### src/rtl/LLC_defs.sv
// Shared LLC bus vocabulary: bus operations, snoop results and MESI states.
// Latency: n/a (types only).
// Backpressure: n/a.
package LLC_defs;

  typedef enum logic [2:0] {
    NOBUSOP    = 3'd0,
    READ       = 3'd1,
    WRITE      = 3'd2,
    INVALIDATE = 3'd3,
    RWIM       = 3'd4
  } busOperation;

  typedef enum logic [1:0] {
    NOHIT    = 2'd0,
    HIT      = 2'd1,
    HITM     = 2'd2,
    NORESULT = 2'd3
  } snoopResults;

  typedef enum logic [1:0] {
    I = 2'd0,
    S = 2'd1,
    E = 2'd2,
    M = 2'd3
  } mesiState;

endpackage

### src/rtl/snoop_responder_pkg.sv
// Snoop responder local types and the MESI response/transition rules.
// Latency: n/a (pure functions).
// Backpressure: n/a.
package snoop_responder_pkg;
  import LLC_defs::*;

  localparam int ADDR_BITS   = 32;
  localparam int OFFSET_BITS = 6;
  localparam int WB_CNT_BITS = 4;

  typedef enum logic [1:0] {
    ST_IDLE    = 2'd0,
    ST_LOOKUP  = 2'd1,
    ST_RESPOND = 2'd2,
    ST_WB      = 2'd3
  } snoop_state_t;

  // Only READ/RWIM can see our data; WRITE/INVALIDATE never get a hit back.
  function automatic snoopResults resp_for(busOperation op, logic hit, mesiState st);
    if (!hit || !(op == READ || op == RWIM)) return NOHIT;
    return (st == M) ? HITM : HIT;
  endfunction

  function automatic mesiState next_mesi(busOperation op, logic hit, mesiState st);
    mesiState nxt;
    nxt = st;
    if (hit) begin
      case (op)
        READ:       nxt = S;
        RWIM:       nxt = I;
        INVALIDATE: if (st == S) nxt = I;
        default:    nxt = st;
      endcase
    end
    return nxt;
  endfunction

  // Another agent writing or invalidating a line we hold exclusively is illegal.
  function automatic logic is_proto_err(busOperation op, logic hit, mesiState st);
    return hit && ((op == WRITE) || (op == INVALIDATE && (st == M || st == E)));
  endfunction

  function automatic logic [31:0] sat_inc(logic [31:0] v);
    return (v == 32'hFFFF_FFFF) ? v : v + 32'd1;
  endfunction

endpackage

### src/rtl/snoop_responder_if.sv
// LLC bus request / snoop response bundle.
// Ports: bus_valid/bus_ready/bus_op/bus_addr request, snoop_valid/snoop_result response.
// master = LLC side, slave = snoop responder side.
interface snoop_responder_if;
  import LLC_defs::*;

  logic        bus_valid;
  logic        bus_ready;
  busOperation bus_op;
  logic [31:0] bus_addr;
  logic        snoop_valid;
  snoopResults snoop_result;

  modport master (output bus_valid, bus_op, bus_addr,
                  input  bus_ready, snoop_valid, snoop_result);
  modport slave  (input  bus_valid, bus_op, bus_addr,
                  output bus_ready, snoop_valid, snoop_result);
endinterface

### src/rtl/snoop_dir.sv
// Direct-mapped remote-cache directory: valid/tag/mesi per entry.
// Ports: one write port (wr_*), one combinational read port (rd_*); write lands at the clock edge.
// Latency: read is same-cycle; writes visible the cycle after wr_en. No backpressure.
module snoop_dir
  import LLC_defs::*;
#(
  parameter int IDX_BITS = 4,
  parameter int TAG_BITS = 22
) (
  input  logic                clk,
  input  logic                rst_n,
  input  logic                wr_en,
  input  logic [IDX_BITS-1:0] wr_idx,
  input  logic                wr_valid,
  input  logic [TAG_BITS-1:0] wr_tag,
  input  mesiState            wr_mesi,
  input  logic [IDX_BITS-1:0] rd_idx,
  output logic                rd_valid,
  output logic [TAG_BITS-1:0] rd_tag,
  output mesiState            rd_mesi
);
  localparam int ENTRIES = 1 << IDX_BITS;

  logic [ENTRIES-1:0]  valid_q, valid_d;
  logic [TAG_BITS-1:0] tag_q  [ENTRIES];
  logic [TAG_BITS-1:0] tag_d  [ENTRIES];
  mesiState            mesi_q [ENTRIES];
  mesiState            mesi_d [ENTRIES];

  always_comb begin
    valid_d = valid_q;
    tag_d   = tag_q;
    mesi_d  = mesi_q;
    if (wr_en) begin
      valid_d[wr_idx] = wr_valid;
      tag_d[wr_idx]   = wr_tag;
      mesi_d[wr_idx]  = wr_mesi;
    end
  end

  always_ff @(posedge clk) begin
    if (!rst_n) begin
      valid_q <= '0;
      for (int k = 0; k < ENTRIES; k++) begin
        tag_q[k]  <= '0;
        mesi_q[k] <= I;
      end
    end else begin
      valid_q <= valid_d;
      tag_q   <= tag_d;
      mesi_q  <= mesi_d;
    end
  end

  assign rd_valid = valid_q[rd_idx];
  assign rd_tag   = tag_q[rd_idx];
  assign rd_mesi  = mesi_q[rd_idx];
endmodule

### src/rtl/snoop_responder.sv
// Snoop responder: answers LLC bus ops against a directory of one remote cache.
// Ports: clk/rst_n, bus (request+response), hitm_wb_busy, proto_err, fill_* seeding, *_cnt counters.
// Latency: handshake at edge T -> snoop_valid sampled at T+2; HITM adds WB_CYCLES busy cycles.
// Backpressure: bus_ready/fill_ready high only when IDLE.
module snoop_responder
  import LLC_defs::*;
  import snoop_responder_pkg::*;
#(
  parameter int IDX_BITS  = 4,
  parameter int WB_CYCLES = 4
) (
  input  logic                clk,
  input  logic                rst_n,
  snoop_responder_if.slave    bus,
  output logic                hitm_wb_busy,
  output logic                proto_err,
  input  logic                fill_en,
  output logic                fill_ready,
  input  logic [31:0]         fill_addr,
  input  mesiState            fill_mesi,
  output logic [31:0]         hit_cnt,
  output logic [31:0]         hitm_cnt,
  output logic [31:0]         nohit_cnt
);
  localparam int TAG_BITS = ADDR_BITS - OFFSET_BITS - IDX_BITS;

  snoop_state_t            state_q, state_d;
  busOperation             op_q, op_d;
  logic [IDX_BITS-1:0]     idx_q, idx_d;
  logic [TAG_BITS-1:0]     tag_q, tag_d;
  logic                    hit_q, hit_d;
  mesiState                lk_mesi_q, lk_mesi_d;
  logic [WB_CNT_BITS-1:0]  wb_cnt_q, wb_cnt_d;
  logic [31:0]             hit_cnt_q, hit_cnt_d;
  logic [31:0]             hitm_cnt_q, hitm_cnt_d;
  logic [31:0]             nohit_cnt_q, nohit_cnt_d;

  logic                    rd_valid;
  logic [TAG_BITS-1:0]     rd_tag;
  mesiState                rd_mesi;
  logic                    dir_wr_en, fill_wr, upd_wr;
  logic [IDX_BITS-1:0]     dir_wr_idx;
  logic [TAG_BITS-1:0]     dir_wr_tag;
  mesiState                dir_wr_mesi;

  logic                    idle, bus_hs, wb_last;
  snoopResults             resp;
  mesiState                upd_mesi;
  logic                    offset_unused;

  assign offset_unused = ^{bus.bus_addr[OFFSET_BITS-1:0], fill_addr[OFFSET_BITS-1:0]};

  assign idle     = (state_q == ST_IDLE);
  assign bus_hs   = idle && bus.bus_valid;
  assign wb_last  = (wb_cnt_q == WB_CNT_BITS'(WB_CYCLES - 1));
  assign resp     = resp_for(op_q, hit_q, lk_mesi_q);
  assign upd_mesi = next_mesi(op_q, hit_q, lk_mesi_q);

  // Fill and update never overlap: fill only in IDLE, update only in RESPOND/WB.
  assign fill_wr = idle && fill_en;
  assign upd_wr  = hit_q && (upd_mesi != lk_mesi_q) &&
                   (((state_q == ST_RESPOND) && (resp != HITM)) ||
                    ((state_q == ST_WB) && wb_last));
  assign dir_wr_en   = fill_wr || upd_wr;
  assign dir_wr_idx  = upd_wr ? idx_q : fill_addr[OFFSET_BITS +: IDX_BITS];
  assign dir_wr_tag  = upd_wr ? tag_q : fill_addr[ADDR_BITS-1 -: TAG_BITS];
  assign dir_wr_mesi = upd_wr ? upd_mesi : fill_mesi;

  snoop_dir #(.IDX_BITS(IDX_BITS), .TAG_BITS(TAG_BITS)) u_dir (
    .clk      (clk),
    .rst_n    (rst_n),
    .wr_en    (dir_wr_en),
    .wr_idx   (dir_wr_idx),
    .wr_valid (dir_wr_mesi != I),
    .wr_tag   (dir_wr_tag),
    .wr_mesi  (dir_wr_mesi),
    .rd_idx   (idx_q),
    .rd_valid (rd_valid),
    .rd_tag   (rd_tag),
    .rd_mesi  (rd_mesi)
  );

  // State register and datapath flops.
  always_ff @(posedge clk) begin
    if (!rst_n) begin
      state_q     <= ST_IDLE;
      op_q        <= NOBUSOP;
      idx_q       <= '0;
      tag_q       <= '0;
      hit_q       <= 1'b0;
      lk_mesi_q   <= I;
      wb_cnt_q    <= '0;
      hit_cnt_q   <= '0;
      hitm_cnt_q  <= '0;
      nohit_cnt_q <= '0;
    end else begin
      state_q     <= state_d;
      op_q        <= op_d;
      idx_q       <= idx_d;
      tag_q       <= tag_d;
      hit_q       <= hit_d;
      lk_mesi_q   <= lk_mesi_d;
      wb_cnt_q    <= wb_cnt_d;
      hit_cnt_q   <= hit_cnt_d;
      hitm_cnt_q  <= hitm_cnt_d;
      nohit_cnt_q <= nohit_cnt_d;
    end
  end

  // Next-state logic.
  always_comb begin
    state_d = state_q;
    case (state_q)
      ST_IDLE:    if (bus_hs && bus.bus_op != NOBUSOP) state_d = ST_LOOKUP;
      ST_LOOKUP:  state_d = ST_RESPOND;
      ST_RESPOND: state_d = (resp == HITM) ? ST_WB : ST_IDLE;
      ST_WB:      if (wb_last) state_d = ST_IDLE;
      default:    state_d = ST_IDLE;
    endcase
  end

  // Datapath next values.
  always_comb begin
    op_d        = op_q;
    idx_d       = idx_q;
    tag_d       = tag_q;
    hit_d       = hit_q;
    lk_mesi_d   = lk_mesi_q;
    wb_cnt_d    = wb_cnt_q;
    hit_cnt_d   = hit_cnt_q;
    hitm_cnt_d  = hitm_cnt_q;
    nohit_cnt_d = nohit_cnt_q;
    if (bus_hs && bus.bus_op != NOBUSOP) begin
      op_d  = bus.bus_op;
      idx_d = bus.bus_addr[OFFSET_BITS +: IDX_BITS];
      tag_d = bus.bus_addr[ADDR_BITS-1 -: TAG_BITS];
    end
    if (state_q == ST_LOOKUP) begin
      hit_d     = rd_valid && (rd_tag == tag_q) && (rd_mesi != I);
      lk_mesi_d = rd_mesi;
    end
    if (state_q == ST_RESPOND) begin
      wb_cnt_d = '0;
      case (resp)
        HIT:     hit_cnt_d   = sat_inc(hit_cnt_q);
        HITM:    hitm_cnt_d  = sat_inc(hitm_cnt_q);
        default: nohit_cnt_d = sat_inc(nohit_cnt_q);
      endcase
    end
    if (state_q == ST_WB) wb_cnt_d = wb_cnt_q + 1'b1;
  end

  // Outputs.
  always_comb begin
    bus.bus_ready    = idle;
    fill_ready       = idle;
    bus.snoop_valid  = (state_q == ST_RESPOND);
    bus.snoop_result = (state_q == ST_RESPOND) ? resp : NORESULT;
    proto_err        = (state_q == ST_RESPOND) && is_proto_err(op_q, hit_q, lk_mesi_q);
    hitm_wb_busy     = (state_q == ST_WB);
  end

  assign hit_cnt   = hit_cnt_q;
  assign hitm_cnt  = hitm_cnt_q;
  assign nohit_cnt = nohit_cnt_q;
endmodule

### src/flat_wrapper.sv
// flat-port wrapper written by rule: the top's interface ports become plain ports
module snoop_responder_flat import LLC_defs::*; import snoop_responder_pkg::*;
#(
  parameter int IDX_BITS  = 4,
  parameter int WB_CYCLES = 4
)
  (clk, rst_n, hitm_wb_busy, proto_err, fill_en, fill_ready, fill_addr, fill_mesi, hit_cnt, hitm_cnt, nohit_cnt, bus_bus_valid, bus_bus_op, bus_bus_addr, bus_bus_ready, bus_snoop_valid, bus_snoop_result);
  snoop_responder_if bus_i ();
  input  logic clk;
  input  logic rst_n;
  output logic hitm_wb_busy;
  output logic proto_err;
  input  logic fill_en;
  output logic fill_ready;
  input  logic [31:0] fill_addr;
  input  mesiState fill_mesi;
  output logic [31:0] hit_cnt;
  output logic [31:0] hitm_cnt;
  output logic [31:0] nohit_cnt;
  input wire logic [$bits(bus_i.bus_valid)-1:0] bus_bus_valid;
  input wire logic [$bits(bus_i.bus_op)-1:0] bus_bus_op;
  input wire logic [$bits(bus_i.bus_addr)-1:0] bus_bus_addr;
  output wire logic [$bits(bus_i.bus_ready)-1:0] bus_bus_ready;
  output wire logic [$bits(bus_i.snoop_valid)-1:0] bus_snoop_valid;
  output wire logic [$bits(bus_i.snoop_result)-1:0] bus_snoop_result;
  assign bus_i.bus_valid = bus_bus_valid;
  assign bus_i.bus_op = bus_bus_op;
  assign bus_i.bus_addr = bus_bus_addr;
  assign bus_bus_ready = bus_i.bus_ready;
  assign bus_snoop_valid = bus_i.snoop_valid;
  assign bus_snoop_result = bus_i.snoop_result;
  snoop_responder #(.IDX_BITS(IDX_BITS), .WB_CYCLES(WB_CYCLES)) u_core (.clk(clk), .rst_n(rst_n), .bus(bus_i), .hitm_wb_busy(hitm_wb_busy), .proto_err(proto_err), .fill_en(fill_en), .fill_ready(fill_ready), .fill_addr(fill_addr), .fill_mesi(fill_mesi), .hit_cnt(hit_cnt), .hitm_cnt(hitm_cnt), .nohit_cnt(nohit_cnt));
endmodule
### config.mk
export PLATFORM = sky130hd
export DESIGN_NAME = snoop_responder_flat
export DESIGN_NICKNAME = d
export VERILOG_FILES = /design/src/rtl/LLC_defs.sv /design/src/rtl/snoop_responder_pkg.sv /design/src/rtl/snoop_responder_if.sv /design/src/rtl/snoop_dir.sv /design/src/rtl/snoop_responder.sv /design/src/flat_wrapper.sv
export SDC_FILE = /design/constraint.sdc
export NUM_CORES = 1
export LEC_CHECK = 0
export ABC_AREA = 1
export CAP_MARGIN = 20
export CORE_UTILIZATION = 45
export CTS_CLUSTER_SIZE = 12
export DETAILED_ROUTE_END_ITERATION = 6
export PLACE_DENSITY = 0.66
export SLEW_MARGIN = 25
export SYNTH_ARGS = -nofsm -noshare
export SYNTH_HDL_FRONTEND = slang
export SYNTH_SLANG_ARGS = --single-unit
### constraint.sdc
create_clock -name clk -period 5.2 [get_ports clk]
set_input_delay 1.04 -clock clk [delete_from_list [all_inputs] [get_ports clk]]
set_output_delay 1.04 -clock clk [all_outputs]
set_load 0.01 [all_outputs]
## Yosys cells after proc, flatten, opt, wreduce, memory -nomap -nowiden

Cells that the tools add are included.

- Register bits after elaboration: 534
- Bits of input ports: 73
- Output and inout port bits: 103
- Logic and storage cells: 146

- $add $sub $neg: 4
- Order comparisons: 6
- Eq/ne operators: 21
- Mux-type cells: 34
- Bitwise operators: 6
- Reductions and logical operators: 32

Operator list:

| kind | number |
|---|---|
| 352-bit bitwise mux | 1 |
| 32-bit by 1-bit adder with 32-bit output (second input constant) | 3 |
| 32-bit equality test (second input constant) | 3 |
| 22-bit binary-select mux with 4-bit select | 1 |
| 22-bit demux with 4-bit select | 1 |
| 22-bit two-way mux | 4 |
| 32-bit bitwise mux | 1 |
| 2-bit two-way mux | 13 |
| 22-bit equality test | 1 |
| 16-bit bitwise mux | 1 |
| 1-bit logical AND | 14 |
| 4-bit two-way mux | 3 |
| 2-bit equality test (second input constant) | 5 |
| 5-bit greater-or-equal comparator (second input constant) | 2 |
| 4-bit by 5-bit < comparator with 1-bit output (second input constant) | 2 |
| 4-bit inverter with 5-bit output | 2 |
| 3-bit AND reduction | 3 |
| 2-bit binary-select mux with 4-bit select | 1 |
| 2-bit demux with 4-bit select | 1 |
| 2-bit one-hot mux with 4 select lines | 1 |
| 2-bit by 1-bit equality test with 1-bit output (second input constant) | 3 |
| 3-bit by 2-bit equality test with 1-bit output (second input constant) | 2 |
| 1-bit logical OR | 6 |
| 2-bit one-hot mux with 3 select lines | 1 |
| 19 further kinds | 28 |

## Longest topological paths before layout

Gate-level depths: netlist (run 1).

- Depth after elaboration: 17
- Gate-level depth with buffers: 18
- Gate-level depth less buffers: 16

## Cells and area by module

From an unflattened synthesis (run 1), not the netlist that was laid out.

- Cell total of the unflattened synthesis: 4088
- Area total of the unflattened synthesis: 26459.1 µm²

By module, submodules not included:

| module | instances | cells an instance | area an instance (µm²) | seq. area each (µm²) |
|---|---|---|---|---|
| snoop_dir | 1 | 2664 | 17957.2 | 8007.7 |
| snoop_responder | 1 | 1424 | 8501.9 | 2682.6 |

## Worst setup path after synthesis (run 1)

OpenSTA, ideal clock, no wires.

- Path kind: input to register
- Start point: input port bus_bus_op[2]
- End point: register u_core.tag_q[10]
- Setup time: 128 ps
- Arrival time: 2197 ps
- Required time: 5072 ps
- Path slack: 2874 ps
- Stages: 4
- Path buffers: 2
- Path through: o311ai_0 > clkbuf_1 > clkbuf_1 > a21oi_1

- Word-level cells in the longest chain between the ends: 2

RTL lines:

| element | RTL line | RTL |
|---|---|---|
| from (decl) | flat_wrapper.sv:21 | `input wire logic [$bits(bus_i.bus_op)-1:0] bus_bus_op;` |
| 3-bit nonzero test | snoop_responder.sv:133 | `if (bus_hs && bus.bus_op != NOBUSOP) begin` |
| 1-bit logical AND | snoop_responder.sv:133 |  |
| to (signal assigned) | snoop_responder.sv:100 | `tag_q <= tag_d;` |
| to (decl) | snoop_responder.sv:30 | `logic [TAG_BITS-1:0] tag_q, tag_d;` |

No other way between the ends.
A chain may end at the register's enable or synchronous reset.

## Worst setup path after layout (run 1)

- Start point: register u_core.idx_q[0]
- End point: register u_core.hit_q

- Word-level cells in the longest chain between the ends: 7
- Elaborated cells on any way between the ends: 13
- Those cells by class: eq/ne (1); mux (8); bitwise (1); reduce/logical (3)

RTL lines:

| element | RTL line | RTL |
|---|---|---|
| from (decl) | snoop_responder.sv:29 | `logic [IDX_BITS-1:0] idx_q, idx_d;` |
| from (signal assigned) | snoop_responder.sv:99 | `idx_q <= idx_d;` |
| 4-bit inverter with 5-bit output (not written as such) | snoop_dir.sv:56, snoop_dir.sv:57 |  |
| 22-bit binary-select mux with 4-bit select | snoop_dir.sv:56 | `assign rd_tag = tag_q[rd_idx];` |
| 22-bit two-way mux (not written as such) (2 in a row) | snoop_dir.sv:56 |  |
| 22-bit equality test | snoop_responder.sv:139 | `hit_d = rd_valid && (rd_tag == tag_q) && (rd_mesi != I);` |
| 1-bit logical AND | snoop_responder.sv:139 |  |
| 1-bit logical AND (*) | snoop_responder.sv:139 |  |
| to (signal assigned) | snoop_responder.sv:101 | `hit_q <= hit_d;` |
| to (decl) | snoop_responder.sv:31 | `logic hit_q, hit_d;` |

Every way passes the cells marked *; elsewhere a longest branch is shown, timed or not. The select of a mux whose other input is x is not followed.

==> results of run 1 <==
-- where the power goes --
group          internal [mW]  total, mW  switching, mW
combinational          0.345       1.12          0.774
sequential              4.18       4.24         0.0615
clock                   2.51       4.23           1.72
-- cells in the mapped netlist (2+ instances only) --
library cell	instances
buf_1	63
nor3b_1	8
nor4_1	17
nor3_1	60
nand3_2	2
nand2_2	3
nand3_1	399
nor2_2	12
nor2_1	996
buf_2	86
nand2_1	1477
inv_1	313
buf_4	13
dfxtp_1	534
and2_1	3
o21ai_1	2
o211ai_1	13
inv_2	8
xnor2_1	7
and3_1	5
nand4_1	39
buf_6	11
ha_1	4
o21a_1	2
a21oi_2	8
o21ai_0	98
a31oi_1	10
nor2_4	5
clkinv_1	5
o21ai_2	3
clkbuf_1	101
nand3b_1	2
xor2_1	17
a21oi_1	121
or2_2	2
-- logic make-up after synthesis --
family | synth area share (%)
and+or+nand+nor | 45.2
buffers and inverters | 9.19
DFF | 39.4
AOI/OAI and AO/OA | 5.23
xor gates and xnor gates | 0.776
adders and majority gates | 0.185
-- metal layers --
layer	GRT usage [%]	share of wire, %	routed length, µm
met2	43.3	44	36700
met3	4.34	7.1	5890
met5	0	0.094	78
met1	35.8	45	37500
met4	9.35	3.0	2440
-- worst max-delay path, cell delays in order, from the launching register on --
cell	delay, ns
dfxtp_4	0.67
buf_12	0.68
nand2_1	0.11
nand2_1	0.10
nand2_1	0.05
nand3_1	0.09
nand3_1	0.10
nand3_1	0.26
nand2_1	0.08
nor2_1	0.30
nand2_1	0.11
nor2_1	0.17
nand3_1	0.22
a21oi_1	0.17
-- stage by stage --
| step | cells | cell area, µm² |
|---|---|---|
| 2_1_floorplan | 4455 | 27100 |
| 3_3_place_gp | 5178 | 29100 |
| 3_5_place_dp | 5178 | 29100 |
| 4_1_cts | 5283 | 31100 |
| 5_1_grt | 5283 | 31100 |
| 6_report | 5283 | 31100 |
-- sequential cells by signal (all words and copies together) (netlist names) --
register	cells
u_core.nohit_cnt	32
u_core.hit_q	1
u_core.u_dir.valid_q	16
u_core.tag_q	22
u_core.op_q	3
u_core.idx_q	4
u_core.u_dir.tag_q	352
u_core.wb_cnt_q	4
u_core.hitm_cnt	32
u_core.lk_mesi_q	2
u_core.hit_cnt	32
u_core.state_q	2
u_core.u_dir.mesi_q	32
-- cell type report --
type                            count  area share (%)
Clock buffer                       90            5.55
Clock inverter                     15           0.656
Inverter                          326            3.97
Multi-Input combinational cell   3321            45.1
Sequential cell                   534            34.4
Timing Repair Buffer              224            7.18
Tap cell                          773            3.11
-- path summary, 6_finish.rpt --
path / endpoint / slack (ns) / from
setup / recovery: u_core.hit_q$_SDFFE_PN0N_ / 1.87 / u_core.idx_q[0]$_SDFFE_PN0P_
hold / removal: u_core.u_dir.tag_q[283]$_SDFFE_PN0P_ / 0.48 / u_core.u_dir.tag_q[283]$_SDFFE_PN0P_
setup reg to reg: u_core.hit_q$_SDFFE_PN0N_ / 1.87 / u_core.idx_q[0]$_SDFFE_PN0P_
hold reg to reg: u_core.u_dir.tag_q[283]$_SDFFE_PN0P_ / 0.48 / u_core.u_dir.tag_q[283]$_SDFFE_PN0P_
==> load_flow_metrics.sql, run 1 <==
INSERT INTO impl_metrics (metric_group, metric, value, unit) VALUES
('timing', 'maxClockFrequency', '0.300', 'GHz'),
('final_layout', 'layout.cells.most_common', 'nand2_1', ''),
('drt', 'routed-via-count', '26800', ''),
('synthesis', 'library_cell_with_the_largest_summed_area_after_synthesis', 'dfxtp_1', ''),
('synthesis', 'postSynthRegisterBits', '534', ''),
('drt', 'drt_drc_violations_left', '0', ''),
('timing', 'final-max-slew-violation-count', '0', ''),
('placed_design', 'finalWeightedCongestion', '0.869', ''),
('global_routing', 'grt_pass1_vias', '24400', ''),
('synthesis', 'syn-mean-instance-area', '6.08', 'µm²'),
('placed_design', 'port_buffers', '163', ''),
('global_routing', 'antenna_found_initial', '6', ''),
('synthesis', 'async_flop_share', '0', '%'),
('hold_path', 'min-delay-path-class', 'reg2reg', ''),
('placed_design', 'place_ws', '1.71', 'ns'),
('critical_path', 'worst_path_fanout_max', '181', ''),
('critical_path', 'worst_reg2reg_path_length_in_cells', '13', ''),
('floorplanning', 'fp.coreArea', '0.0592', 'mm²'),
('final_layout', 'final_layout_size_suffix_gt1_share', '4.52', '%'),
('hold_path', 'whs_path_depth', '2', ''),
('timing', 'worst_case_hold_slack', '0.475', 'ns'),
('floorplanning', 'floorplan.die_area', '0.0612', 'mm²'),
('job', 'drv_cap', '0', ''),
('drt', 'wl_per_cell', '15.6', 'µm'),
('timing', 'rsz0062_at_grt', 'no', ''),
('timing', 'final_hold_vio_count', '0', ''),
('synthesis', 'mappedNetlistArea', '0.0271', 'mm²'),
('global_routing', 'grt.overflow.total', '0', ''),
('drt', 'post_drt_via_cell_ratio', '5.07', ''),
('synthesis', 'synth_enable_flop_cells', '0', ''),
('final_layout', 'nNetsFinal', '4541', ''),
('clock_network', 'cts-hold-fix-buffers', '0', ''),
('floorplanning', 'initial_utilization', '45.8', '%'),
('pwr', 'power.density_cell_area', '308', 'mW/mm²'),
('timing', 'number_of_setup_violations_in_the_final_report', '0', ''),
('floorplanning', 'boundaryPins', '176', ''),
('clock_network', 'cts.sinks', '534', ''),
('synthesis', 'synth.top_cells.by_area', 'dfxtp_1 (39%), nand2_1 (20%), nor2_1 (14%)', ''),
('pwr', 'irDropWorstVdd', '269', 'µV'),
('clock_network', 'htreeDepth', '2', ''),
('final_layout', 'area.growth.synth_to_final', '14.6', '%'),
('synthesis', 'post_synthesis_sequential_area_ratio', '39.4', '%'),
('synthesis', 'synth_flop_cell', 'dfxtp_1', ''),
('timing', 'setup_total_negative_slack', '0', 'ns'),
('synthesis', 'synth.lib_cells_used.distinct', '41', ''),
('floorplanning', 'die_height', '247', 'µm'),
('pwr', 'post-layout-total-power', '9.58', 'mW'),
('clock_network', 'worst_skew_pair.late_latency', '0.62', 'ns'),
('outcome', 'result_of_the_run', 'complete, no violations', ''),
('drt', 'drt_first_pass_iters', '7', ''),
('timing', 'slew_of_the_pin_with_the_lowest_slew_margin', '1.07', 'ns'),
('final_layout', 'layout_common_cells', 'nand2_1 (1477), nor2_1 (989), dfxtp_1 (531), nand3_1 (399), inv_1 (313)', ''),
('final_layout', 'final_util', '52.4', '%'),
('synthesis', 'synthesis.nets', '4532', ''),
('clock_network', 'post-cts-setup-buffers', '0', ''),
('synthesis', 'yosys_warnings', '0', ''),
('critical_path', 'critPathCaptureType', 'flop', ''),
('global_routing', 'global_route.usage.total', '26.7', '%'),
('timing', 'finClkSkew', '0.0180', 'ns'),
('placed_design', 'dp_hpwl', '48.4', 'mm'),
('global_routing', 'first_pass_grt_wire_length', '131', 'mm'),
('clock_network', 'numCtsBuffers', '57', ''),
('drt', 'drt_total_wl', '82.6', 'mm'),
('synthesis', 'postSynthCellCount', '4455', ''),
('drt', 'detail_route.iter0.violations', '2073', ''),
('synthesis', 'synth_top_area_share', '39.4', '%'),
('clock_network', 'path_clk_slew', '0.06', 'ns'),
('timing', 'worst_slew_margin_rel', '28.5', '%'),
('final_layout', 'antennaDiodeCount', '0', ''),
('timing', 'period_minus_slack', '3.33', 'ns'),
('global_routing', 'grt_max_degree', '182', '');
No activity file was read; power rests on OpenSTA's default activity.
==> inputs of run 2 (changes only) <==
Clock period 5.2 ns to 3.2 ns, I/O delays scaled along.
==> run 2 against run 1 <==
  * The flow now finishes with violations (design-rule violations)
  * Sequential share of layout area decreased by 0.47 points
  * Non-clock buffer count increased by 34
  * Via count about the same
  * Sequential cell count unchanged
  * Register-to-register slack got worse by 1.5 ns
  * Clock-buffer cell count increased by 1
  * Utilization increased by 0.72 points
  * Routed wire length increased by 0.59%
  * Die area unchanged
  * Sequential power increased by 62%
  * Global-route usage increased by 0.12 points
  * Design area increased by 1.4%
  * Highest routed layer unchanged
==> load_flow_metrics.sql, run 2 (synthesized netlist as in run 1, its figures left out) <==
INSERT INTO impl_metrics (metric_group, metric, value, unit) VALUES
('drt', 'drt_first_pass_iters', '7', ''),
('drt', 'routed-via-count', '26800', ''),
('final_layout', 'area.growth.synth_to_final', '16.2', '%'),
('placed_design', 'place_area', '0.0296', 'mm²'),
('global_routing', 'first_pass_grt_wire_length', '130', 'mm'),
('clock_network', 'worst_skew_pair.late_latency', '0.63', 'ns'),
('timing', 'number_of_setup_violations_in_the_final_report', '0', ''),
('timing', 'worst_slew_margin_rel', '45.9', '%'),
('critical_path', 'start_kind', 'flop', ''),
('final_layout', 'post-route-cell-area', '0.0315', 'mm²'),
('global_routing', 'antenna_found_initial', '6', ''),
('critical_path', 'worst_reg2reg_path_length_in_cells', '15', ''),
('clock_network', 'htreeDepth', '2', ''),
('critical_path', 'worst_path_fanout_max', '4', ''),
('timing', 'rsz0062_at_grt', 'no', ''),
('final_layout', 'nNetsFinal', '4576', ''),
('clock_network', 'numCtsBuffers', '58', ''),
('pwr', 'sequentialPowerShare', '44.1', '%'),
('timing', 'period_minus_slack', '2.98', 'ns'),
('pwr', 'irDropWorstVdd', '436', 'µV'),
('placed_design', 'placed_cells', '5212', ''),
('timing', 'final.period_utilization', '93.1', '%'),
('critical_path', 'critical-path-slowest-cell', 'clkdlybuf4s50_1', ''),
('drt', 'detail_route.iter0.violations', '1814', ''),
('critical_path', 'critical_path_required', '2.56', 'ns'),
('clock_network', 'cts.path.max_buffers', '3', ''),
('floorplanning', 'boundaryPins', '176', ''),
('critical_path', 'critical_path_class', 'reg2out', ''),
('clock_network', 'cts-hold-fix-buffers', '0', ''),
('clock_network', 'cts_repair_resize_count', '0', ''),
('clock_network', 'post-cts-setup-buffers', '0', ''),
('global_routing', 'grt_pass1_vias', '23700', ''),
('pwr', 'switching_share', '27.0', '%'),
('global_routing', 'grt_max_degree', '115', ''),
('pwr', 'leakage', '12.7', 'nW'),
('drt', 'drtAntennaViolNets', '0', ''),
('clock_network', 'cts_tree', 'built', ''),
('clock_network', 'cts.sinks', '534', ''),
('critical_path', 'critPathCaptureType', 'output pin', ''),
('floorplanning', 'fp.coreArea', '0.0592', 'mm²'),
('final_layout', 'filler_cell_count', '6103', ''),
('timing', 'maxClockFrequency', '0.336', 'GHz'),
('pwr', 'internal-power', '11.4', 'mW'),
('final_layout', 'final_layout_size_suffix_gt1_share', '5.37', '%'),
('timing', 'finClkSkew', '0.0245', 'ns'),
('critical_path', 'cp_data_arrival_time', '2.34', 'ns'),
('critical_path', 'timing.rr.end', 'u_core.u_dir.tag_q[165]$_SDFFE_PN0P_', ''),
('critical_path', 'crit_path_max_incr_delay', '0.59', 'ns'),
('floorplanning', 'die_height', '247', 'µm'),
('drt', 'post_drt_via_cell_ratio', '5.04', ''),
('pwr', 'total_switching_power', '4.21', 'mW'),
('final_layout', 'layout.cells.most_common', 'nand2_1', ''),
('clock_network', 'root_driver', 'clkbuf_16', ''),
('final_layout', 'largest-register', 'u_core.u_dir.tag_q', ''),
('critical_path', 'series_of_cell_instances_along_the_critical_path', 'nand3_1, o21ai_2, inv_2, nor2_2, nand2_1, o21ai_0, clkdlybuf4s50_1', ''),
('final_layout', 'final_cell_count_no_fill', '5321', ''),
('drt', 'drt_drc_violations_left', '12', ''),
('final_layout', 'largest_register_ff_count', '352', ''),
('hold_path', 'min-delay-start', 'rst_n', ''),
('clock_network', 'path_clk_slew', '0.06', 'ns'),
('drt', 'drt_total_wl', '83.1', 'mm'),
('timing', 'final_hold_vio_count', '0', ''),
('timing', 'setup_total_negative_slack', '0', 'ns'),
('outcome', 'result_of_the_run', 'finished with violations', ''),
('timing', 'slew_of_the_pin_with_the_lowest_slew_margin', '0.811', 'ns'),
('critical_path', 'cp_top_family', 'buffers and inverters', ''),
('critical_path', 'rr_startpoint', 'u_core.op_q[2]$_SDFFE_PN0P_', ''),
('floorplanning', 'initial_utilization', '45.8', '%'),
('critical_path', 'regToRegSetupSlack', '0.34', 'ns'),
('hold_path', 'whs_path_depth', '3', ''),
('hold_path', 'min-delay-path-class', 'in2reg', ''),
('hold_path', 'whs_endpoint', 'u_core.nohit_cnt[10]$_SDFFE_PN0P_', ''),
('critical_path', 'timing.critical_path.buf_inv', '2', ''),
('floorplanning', 'floorplan.die.width', '247', 'µm'),
('placed_design', 'port_buffers', '163', ''),
('drt', 'wl_per_cell', '15.6', 'µm'),
('pwr', 'power_frac_comb', '12.2', '%'),
('final_layout', 'layout_common_cells', 'nand2_1 (1477), nor2_1 (990), dfxtp_1 (531), nand3_1 (399), inv_1 (313)', ''),
('global_routing', 'global_route.usage.total', '26.8', '%'),
('timing', 'final-max-slew-violation-count', '0', ''),
('outcome', 'violations', 'design-rule violations', ''),
('floorplanning', 'floorplan.die_area', '0.0612', 'mm²'),
('placed_design', 'finalWeightedCongestion', '0.885', ''),
('floorplanning', 'placementRows', '89', ''),
('critical_path', 'critPathLaunch', 'u_core.op_q[2]$_SDFFE_PN0P_', ''),
('job', 'drv_cap', '0', ''),
('pwr', 'power.density_cell_area', '495', 'mW/mm²'),
('global_routing', 'grt.overflow.total', '0', ''),
('pwr', 'clkPwrFrac', '43.7', '%'),
('placed_design', 'dp_hpwl', '49.6', 'mm');
==> run 2: cell count changes in the layout (fill, tap and decap cells not counted), sizes merged <==
cell / before / now
inv: 322 / 323
buf: 62 / 96
clkbuf: 90 / 91
diode: 0 / 2
clkinvlp: 0 / 1
bufinv: 5 / 2
clkinv: 14 / 16
==> run 2: worst max-delay path by stage <==
| stage | cells past startpoint | slack (ns) | end |
|---|---|---|---|
| detailed placement | 14 | 0.40 | u_core.u_dir.mesi_q[15]$_SDFFE_PN0P_ |
| floorplan | 15 | 1.02 | u_core.u_dir.tag_q[100]$_SDFFE_PN0P_ |
| global route | 7 | 0.01 | bus_snoop_result[0] |
| CTS | 7 | 0.20 | bus_snoop_result[0] |
| global placement | 14 | 0.45 | u_core.u_dir.tag_q[166]$_SDFFE_PN0P_ |
| finish | 7 | 0.22 | bus_snoop_result[0] |
==> run 2: power by group through the flow <==
stage | logic (mW) | clock network, mW | registers (mW)
after detailed placement | 1.88 | 0 | 7.02
after floorplan | 1.24 | 0 | 6.99
after global routing | 2.09 | 7.21 | 6.89
after global placement | 1.87 | 0 | 7.02
after CTS | 1.89 | 6.94 | 6.87
final | 1.90 | 6.82 | 6.88
==> run 2: per-layer routing <==
metal / share of wire (%) / wire length, µm / track usage (%)
met5: 0.081 / 67 / 0
met4: 2.7 / 2220 / 8.53
met3: 6.7 / 5580 / 4.43
met2: 45 / 37200 / 43.5
met1: 46 / 38000 / 36.3
==> run 2: final cells by class <==
class	instances	area [µm²]	area share, %
antenna	2	5.00	0.0159
tap	773	967	3.07
multi-input combinational	3321	14000	44.5
clock inverter	16	136	0.433
inverter	326	1230	3.91
timing repair buffer	258	2650	8.41
sequential	534	10700	34.0
clock buffer	91	1800	5.71
==> run 2: tightest hold or removal path, stage by stage <==
cell	delay (ns)
buf_8	0.23
nand2_1	0.12
nor2_1	0.03
==> run 2: per-stage QoR <==
stage | hold WS [ns] | setup WS (ns) | util [%] | total power, mW
finish | 0.448 | 0.222 | 53.2 | 15.6
global route | 0.472 | 0.0143 | 53.2 | 16.2
CTS | 0.425 | 0.201 | 53.2 | 15.7
detailed placement | 0.466 | 0.401 | 49.9 | 8.90
global placement | 0.455 | 0.454 | 49.9 | 8.89
floorplan | 0.447 | 1.02 | - | 8.22
